### src/rtl/pipe_if_stage.sv
// pipe_if_stage: instruction-fetch stage plus IF/ID pipeline register.
// Latency: a fetched word reaches IDinst one cycle after imem_ready=1 at its address.
// Backpressure: IFwip=0 holds the PC, IDwir=0 holds IF/ID, imem_ready=0 inserts bubbles.
//
// Ports:
//   clock, resetn           rising-edge clock, asynchronous active-low reset
//   IFwip, IDwir            PC / IF-ID write enables from ID control
//   pcsource, bpc/rpc/jpc   next-PC select (00 pc+4, 01 bpc, 10 rpc, 11 jpc) and targets
//   imem_addr               fetch address (PC, combinational)
//   imem_rdata, imem_ready  fetched word and its valid strobe
//   IDinst, IDpc4, IDvalid  IF/ID register contents
// Optional macro IF_PERF_CNT_EN adds perf_stall_cnt / perf_bubble_cnt (wrapping 32-bit).
module pipe_if_stage #(
  parameter logic [31:0] RESET_PC   = 32'h0000_0000,
  parameter int unsigned DELAY_SLOT = 1,
  parameter logic [31:0] NOP_INST   = 32'h0000_0000
) (
  input  logic        clock,
  input  logic        resetn,
  input  logic        IFwip,
  input  logic        IDwir,
  input  logic [1:0]  pcsource,
  input  logic [31:0] bpc,
  input  logic [31:0] rpc,
  input  logic [31:0] jpc,
  output logic [31:0] imem_addr,
  input  logic [31:0] imem_rdata,
  input  logic        imem_ready,
  output logic [31:0] IDinst,
  output logic [31:0] IDpc4,
  output logic        IDvalid
`ifdef IF_PERF_CNT_EN
  ,
  output logic [31:0] perf_stall_cnt,
  output logic [31:0] perf_bubble_cnt
`endif
);

  typedef enum logic {RUN, REDIR_PEND} state_t;

  state_t      state, state_nxt;
  logic [31:0] pc, pc_nxt;
  logic [31:0] pend_tgt, pend_nxt;
  logic [31:0] pc_plus4;
  logic [31:0] target;
  logic        redirect;
  logic        load_bubble;

  assign pc_plus4  = pc + 32'd4;
  assign imem_addr = pc;

  // A redirect is only real when ID holds an actual instruction.
  assign redirect = IDvalid && (pcsource != 2'b00);

  always_comb begin
    target = bpc;
    case (pcsource)
      2'b10:   target = rpc;
      2'b11:   target = jpc;
      default: target = bpc;
    endcase
  end

  // Bubble when no word arrived, or when the word behind a taken
  // redirect must be squashed (no delay slot).
  assign load_bubble = !imem_ready || (redirect && (DELAY_SLOT == 0));

  always_comb begin
    state_nxt = state;
    pc_nxt    = pc;
    pend_nxt  = pend_tgt;
    case (state)
      RUN: begin
        if (IFwip) begin
          if (redirect) begin
            if (imem_ready || (DELAY_SLOT == 0)) begin
              // Either the delay-slot word is arriving now, or there is
              // no delay slot and the outstanding fetch is abandoned.
              pc_nxt = target;
            end else begin
              // Delay-slot word still outstanding: park the target.
              pend_nxt  = target;
              state_nxt = REDIR_PEND;
            end
          end else if (imem_ready) begin
            pc_nxt = pc_plus4;
          end
        end
      end
      REDIR_PEND: begin
        // Redirect inputs are ignored here; IF/ID holds a bubble.
        if (IFwip && imem_ready) begin
          pc_nxt    = pend_tgt;
          state_nxt = RUN;
        end
      end
      default: state_nxt = RUN;
    endcase
  end

  always_ff @(posedge clock or negedge resetn) begin
    if (!resetn) begin
      state    <= RUN;
      pc       <= RESET_PC;
      pend_tgt <= 32'h0000_0000;
    end else begin
      state    <= state_nxt;
      pc       <= pc_nxt;
      pend_tgt <= pend_nxt;
    end
  end

  always_ff @(posedge clock or negedge resetn) begin
    if (!resetn) begin
      IDinst  <= NOP_INST;
      IDpc4   <= 32'h0000_0000;
      IDvalid <= 1'b0;
    end else if (IDwir) begin
      IDpc4 <= pc_plus4;
      if (load_bubble) begin
        IDinst  <= NOP_INST;
        IDvalid <= 1'b0;
      end else begin
        IDinst  <= imem_rdata;
        IDvalid <= 1'b1;
      end
    end
  end

`ifdef IF_PERF_CNT_EN
  always_ff @(posedge clock or negedge resetn) begin
    if (!resetn) begin
      perf_stall_cnt  <= 32'h0000_0000;
      perf_bubble_cnt <= 32'h0000_0000;
    end else begin
      if (!IFwip)
        perf_stall_cnt <= perf_stall_cnt + 32'd1;
      if (IDwir && load_bubble)
        perf_bubble_cnt <= perf_bubble_cnt + 32'd1;
    end
  end
`endif

endmodule

### config.mk
export PLATFORM = sky130hd
export DESIGN_NAME = pipe_if_stage
export DESIGN_NICKNAME = d
export VERILOG_FILES = /design/src/rtl/pipe_if_stage.sv
export SDC_FILE = /design/constraint.sdc
export NUM_CORES = 1
export LEC_CHECK = 0
export BUFFER_PORTS_ARGS = -buffer_cell sky130_fd_sc_hd__buf_2
export CAP_MARGIN = 10
export CORE_ASPECT_RATIO = 1.5
export CORE_MARGIN = 1
export CORE_UTILIZATION = 51
export CTS_CLUSTER_SIZE = 16
export DETAILED_ROUTE_END_ITERATION = 16
export HOLD_SLACK_MARGIN = 0.08
export PLACE_DENSITY = 0.79
export SYNTH_ARGS = -nofsm -noshare
export SYNTH_HDL_FRONTEND = slang
export SYNTH_SLANG_ARGS = --single-unit
### constraint.sdc
create_clock -name clock -period 2.5 [get_ports clock]
set_input_delay 0.375 -clock clock [delete_from_list [all_inputs] [get_ports clock]]
set_output_delay 0.375 -clock clock [all_outputs]
set_load 0.01 [all_outputs]
==> impl_metrics.yaml, run 1 <==
placement:
  number_of_i_o_port_buffers: 231
  dp_hpwl_um: 13500
  place.gp.congestion: 0.852
  postPlaceCellArea_mm2: 0.00828
  dp.cells: 1113
critical_path:
  setup.worst_path.class: "flop to flop"
  crit_path_dat_ns: 2.48
  worstPathRequired_ns: 2.80
  r2r.worst_path.cells: 6
  crit_path_end_kind: "flop"
  timing.critical_path.fanout_max: 7
  critPathLaunchType: "flop"
  r2r-start: "imem_addr[2]"
  worst_setup_path_startpoint: "imem_addr[2]"
logic_synthesis:
  synth_seq_cells: 130
  ys_async_sr_fraction_pct: 100
  synthesis.area_per_instance_um2: 9.19
  synth_nets: 889
  netlist_instances: 753
  synth_enable_flop_cells: 0
  yosys_warnings: 0
  post_synth_main_area_contributors: "dfrtp_1 (47%), o21ai_0 (6.9%), a21oi_1 (5.1%)"
  synth_most_common_cell: "dfrtp_1"
  ys_seq_area_share_pct: 47.0
  synth.top_cells.by_count: "dfrtp_1 (130), o21ai_0 (96), a21oi_1 (70)"
  synth_top_area_cell: "dfrtp_1"
  combined_area_of_all_synthesized_cells_mm2: 0.00692
  synthDistinctLibCells: 57
  synth_top_area_share_pct: 47.0
  synth_flop_cell: "dfrtp_1"
clock_tree:
  cts_tree: "done"
  worst_setup_hold_path_clk_slew_ns: 0.06
  cts_hold_buffers: 1
  clock_tree.root_cell: "clkbuf_16"
  numClockSinks: 130
  clk-insertion-delay-late_ns: 0.42
  clockBufferDepth: 2
  cts_resized: 0
  cts-htree-levels: 4
  cts_setup_buffers: 0
  numCtsBuffers: 17
run:
  cap_viol_max_count: 0
route:
  route.vias.total: 6374
  routed_via_density: 5.57
  detail-route-antenna-nets: 0
  avgRoutedWirePerCell_um: 16.0
  wl_um: 18300
  drt_drc_violations_left: 0
  drt_pass1_iterations: 5
  dr.first_iter.drc_count: 325
final_layout:
  n_antenna_cell: 0
  final.fill_count: 1049
  final_layout_size_suffix_gt1_share_pct: 34.0
  nNetsFinal: 1110
  final_util_pct: 67.9
  area_delta_synth_final_pct: 28.3
  finalNonFillerCells: 1145
  final_area_mm2: 0.00888
global_route:
  grt_first_pass_wirelength_um: 29600
  grtUsageTotal_pct: 26.6
  grt-busiest-layer: "met2"
  via_count_of_the_first_global_routing_pass: 6096
  antenna_found_initial: 0
  grt_max_degree: 58
  grt-ovfl-total: 0
  grt_util_met1_pct: 32.4
  use_met2_pct: 45.0
  fraction_of_met3_tracks_used_by_global_routing_pct: 6.29
die:
  fp.dieH_um: 145
  chipWidth_um: 97.1
  full_die_area_mm2: 0.0140
  io_pins: 232
  core_region_area_mm2: 0.0131
  floorplan.initialDensity_pct: 52.9
  core.rowCount: 51
worst_hold_path:
  min_path_type: "input pin to flop"
  worstHoldStart: "imem_rdata[27]"
  timing.hold.worst_path_depth: 3
sta:
  tightest_slew_margin_relative_to_the_limit_pct: 53.4
  final-setup-viol-count: 0
  finClkSkew_ns: 0.00745
  hold_viol_final: 0
  timing.final.max_slew_violations: 0
  worst_slew_pin_slew_ns: 0.697
  fin_crit_sh_pct: 87.3
  achievable-frequency_mhz: 458
  rsz0062_at_grt: "no"
  setup_tns_final_ns: 0
  timing.final.crit_period_ns: 2.18
power_and_ir_drop:
  p_leak_nw: 4.24
  vdd.ir_drop.worst_mv: 0.481
  powerDensity_mw_per_mm2: 848
run_status:
  status: "complete, no violations"
## layer usage
layer | part of all wire (%) | wire, um | up-vias
li1 | - | - | 3101
met1 | 41 | 7430 | 2969
met4 | 2.8 | 507 | 0
met2 | 50 | 9160 | 271
met3 | 6.6 | 1200 | 33
met5 | 0 | 0 | -
## stage by stage
step / power (mW) / hold WS (ns) / setup slack (ns)
global placement: 4.99 / 0.313 / 0.419
floorplan: 4.20 / 0.0794 / 0.323
detailed placement: 5.07 / 0.315 / 0.380
finish: 7.53 / 0.195 / 0.318
CTS: 7.57 / 0.184 / 0.323
global route: 7.93 / 0.193 / 0.224
## critical path: stages, from the launching register on
cell and delay (ns):
dfrtp_1 0.37, ha_1 0.26, nand2_1 0.17, or4_4 0.61, nor3_4 0.26, a21oi_1 0.10, o32a_1 0.29
## cells by family after synthesis
group | Yosys count | share of synthesized area (%)
compound gates | 227 | 19.3
simple gates | 206 | 15.2
flops | 130 | 47.0
buf+inv | 103 | 5.97
mux | 58 | 8.84
xor+xnor | 28 | 3.54
fa+ha+maj | 1 | 0.181
## final timing paths
check / to / slack (ns)
setup / recovery: imem_addr[30] / 0.32
hold / removal: IDinst[27] / 0.19
setup reg to reg: imem_addr[30] / 0.32
hold reg to reg: pend_tgt[24] / 0.47
max in group asynchronous: IDinst[18] / 1.28
min in group asynchronous: IDpc4[0] / 0.44
## state kept, by name, indices dropped and copies added (netlist names)
| name | flops |
|---|---|
| IDpc4 | 32 |
| IDinst | 32 |
| state | 1 |
| IDvalid | 1 |
| imem_addr | 32 |
| pend_tgt | 32 |
## power by group
part           switching (mW)  internal, mW  total (mW)
Sequential              0.471          2.61        3.09
Combinational            1.09         0.888        1.98
Clock                   0.909          1.55        2.46
Total                    2.47          5.06        7.53
## cell usage in the layout (no fill, tap or decap), types with 4 or more instances in the layout
cell / netlist / routed
buf_2: 9 / 229
dfrtp_1: 130 / 130
o21ai_0: 96 / 96
a21oi_1: 70 / 70
nor2_1: 61 / 61
nand2_1: 60 / 60
inv_1: 44 / 44
nand3_1: 41 / 41
mux2i_1: 33 / 33
buf_4: 2 / 27
mux2_2: 25 / 25
xnor2_1: 23 / 23
clkbuf_16: 0 / 17
nand4_1: 7 / 7
a22oi_1: 7 / 7
xor2_1: 5 / 5
a22o_1: 5 / 5
a211oi_1: 5 / 5
and4_1: 4 / 4
nor3_2: 4 / 4
nor3_1: 4 / 4
or2_2: 4 / 4
o41ai_1: 4 / 4
o22ai_1: 4 / 4
a221oi_1: 4 / 4
clkinvlp_4: 0 / 4
clkinv_2: 0 / 4
## area by class of cell
class                           count  area, um^2  share of cell area, %
Multi-Input combinational cell    520        3250                   36.7
Clock buffer                       17         425                   4.79
Timing Repair Buffer              260        1410                   15.9
Clock inverter                     14         166                   1.87
Inverter                           45         169                   1.90
Tap cell                          159         199                   2.24
Sequential cell                   130        3250                   36.6
(Power assumes the default switching activity.)
==> run 2: changes to the inputs <==
- clock period: 2.5 -> 2.17 ns (I/O delays scaled with it)
==> run 2 against run 1 <==
Effect of this change:
- power is 18% higher
- sequential share of layout area down 0.68 points
- worst hold slack worse by 0.053 ns
- critical path type unchanged
- critical endpoint unchanged
- highest routed layer unchanged
==> impl_metrics.yaml, run 2 (synthesis gave the netlist of run 1 again) <==
clock_tree:
  cts_resized: 0
  clk-insertion-delay-late_ns: 0.42
  cts-htree-levels: 4
  numClockSinks: 130
  numCtsBuffers: 17
  worst_setup_hold_path_clk_slew_ns: 0.06
  clockBufferDepth: 2
  cts_tree: "done"
  clock_tree.root_cell: "clkbuf_16"
worst_hold_path:
  timing.hold.worst_path_depth: 3
  worstHoldStart: "imem_rdata[23]"
  min_path_type: "input pin to flop"
  holdPathEnd: "IDinst[23]"
critical_path:
  reg2reg_to: "imem_addr[30]"
  timing.critical_path.fanout_max: 7
  r2r_slack_ns: 0.15
  crit_chain: "nand4_4, or4_4, nor3_4, a21oi_1, o32a_1"
  crit_path_end_kind: "flop"
  crit_path_dat_ns: 2.32
  setup.worst_path.class: "flop to flop"
  worstPathRequired_ns: 2.47
  critical_path.slowest_cell: "or4_4"
  r2r.worst_path.cells: 5
  r2r-start: "imem_addr[12]"
  cpPeakStageDelay_ns: 0.64
  critPathLaunchType: "flop"
global_route:
  grt_first_pass_wirelength_um: 29600
  grt_max_degree: 61
  grtUsageTotal_pct: 26.7
  via_count_of_the_first_global_routing_pass: 6026
  grt-ovfl-total: 0
  antenna_found_initial: 0
die:
  core_region_area_mm2: 0.0131
  fp.dieH_um: 145
  floorplan.initialDensity_pct: 52.9
  full_die_area_mm2: 0.0140
  chipWidth_um: 97.1
  core.rowCount: 51
  io_pins: 232
final_layout:
  multiInputGateArea_mm2: 0.00325
  n_antenna_cell: 0
  layout_common_cells: "buf_2 (229), dfrtp_1 (129), o21ai_0 (96)"
  seq_area_mm2: 0.00325
  finalNonFillerCells: 1161
  final_util_pct: 69.2
  final_layout_size_suffix_gt1_share_pct: 35.1
  area_delta_synth_final_pct: 30.7
  nNetsFinal: 1126
  final.fill_count: 1018
  mostFrequentLayoutCell: "buf_2"
sta:
  timing.final.crit_period_ns: 2.02
  achievable-frequency_mhz: 495
  timing.final.max_slew_violations: 0
  finClkSkew_ns: 0.00688
  rsz0062_at_grt: "no"
  tightest_slew_margin_relative_to_the_limit_pct: 56.3
  fin_crit_sh_pct: 93.2
  worst_slew_pin_slew_ns: 0.653
  final-setup-viol-count: 0
  setup_tns_final_ns: 0
  hold_viol_final: 0
  layout_setup_ws_ns: 0.148
power_and_ir_drop:
  p_leak_nw: 4.34
  powerDensity_mw_per_mm2: 981
  vdd.ir_drop.worst_mv: 0.485
  power.total_mw: 8.88
route:
  route.vias.total: 6357
  detail-route-antenna-nets: 0
  routed_via_density: 5.48
  drt_drc_violations_left: 0
  drt_pass1_iterations: 5
  wl_um: 18400
  avgRoutedWirePerCell_um: 15.9
  dr.first_iter.drc_count: 351
placement:
  dp_hpwl_um: 13700
  number_of_i_o_port_buffers: 231
  dp.cells: 1129
  place_worst_setup_slack_ns: 0.145
  place.gp.congestion: 0.846
run:
  cap_viol_max_count: 0
run_status:
  status: "complete, no violations"
-- run 2: worst max-delay path by stage --
stage                  startpoint             to  cells after the start
floorplan            imem_addr[3]  imem_addr[30]                      7
global placement    imem_addr[12]  imem_addr[30]                      5
detailed placement  imem_addr[12]  imem_addr[30]                      5
CTS                 imem_addr[12]  imem_addr[30]                      5
global route              IDvalid   pend_tgt[27]                      6
finish              imem_addr[12]  imem_addr[30]                      5
-- run 2: what timing repair did --
| item | 4_1_cts | 5_1_grt |
|---|---|---|
| buffers inserted | 0 | 0 |
| endpoints found under the hold margin | 51 | 0 |
| hold buffers | 1 | 0 |
-- run 2: through the flow --
| step | hold WS, ns | area [um^2] |
|---|---|---|
| after floorplan | 0.0299 | 6920 |
| after global placement | 0.317 | 8420 |
| after detailed placement | 0.315 | 8420 |
| after CTS | 0.128 | 9050 |
| after global routing | 0.144 | 9050 |
| final | 0.142 | 9050 |
-- run 2: critical path: cells and delay by family, from the launching register on --
family,cells,cell delay [ns]
flip-flops,1,0.46
AO/OA/AOI/OAI,2,0.39
AND/OR/NAND/NOR,3,1.05
-- run 2: layer usage --
metal	share of wire, %	global-route usage, %	vias up
met5	0	0	-
met4	2.5	10.8	0
met3	6.1	5.24	39
met2	51	46.0	272
met1	41	33.0	2922
li1	-	-	3124
-- run 2: report_power, final --
group	total [mW]	switching, mW	leakage (nW)	internal, mW
logic	2.46	1.36	2.46	1.10
clock network	2.95	1.04	0.298	1.91
registers	3.46	0.449	1.58	3.02
-- run 2: area by class of cell --
class                           instances  share of cell area (%)
Sequential cell                       130                    36.0
Multi-Input combinational cell        520                    36.0
Timing Repair Buffer                  276                    17.2
Clock buffer                           17                    4.70
Tap cell                              159                    2.20
Clock inverter                         14                    2.10
Inverter                               45                    1.87
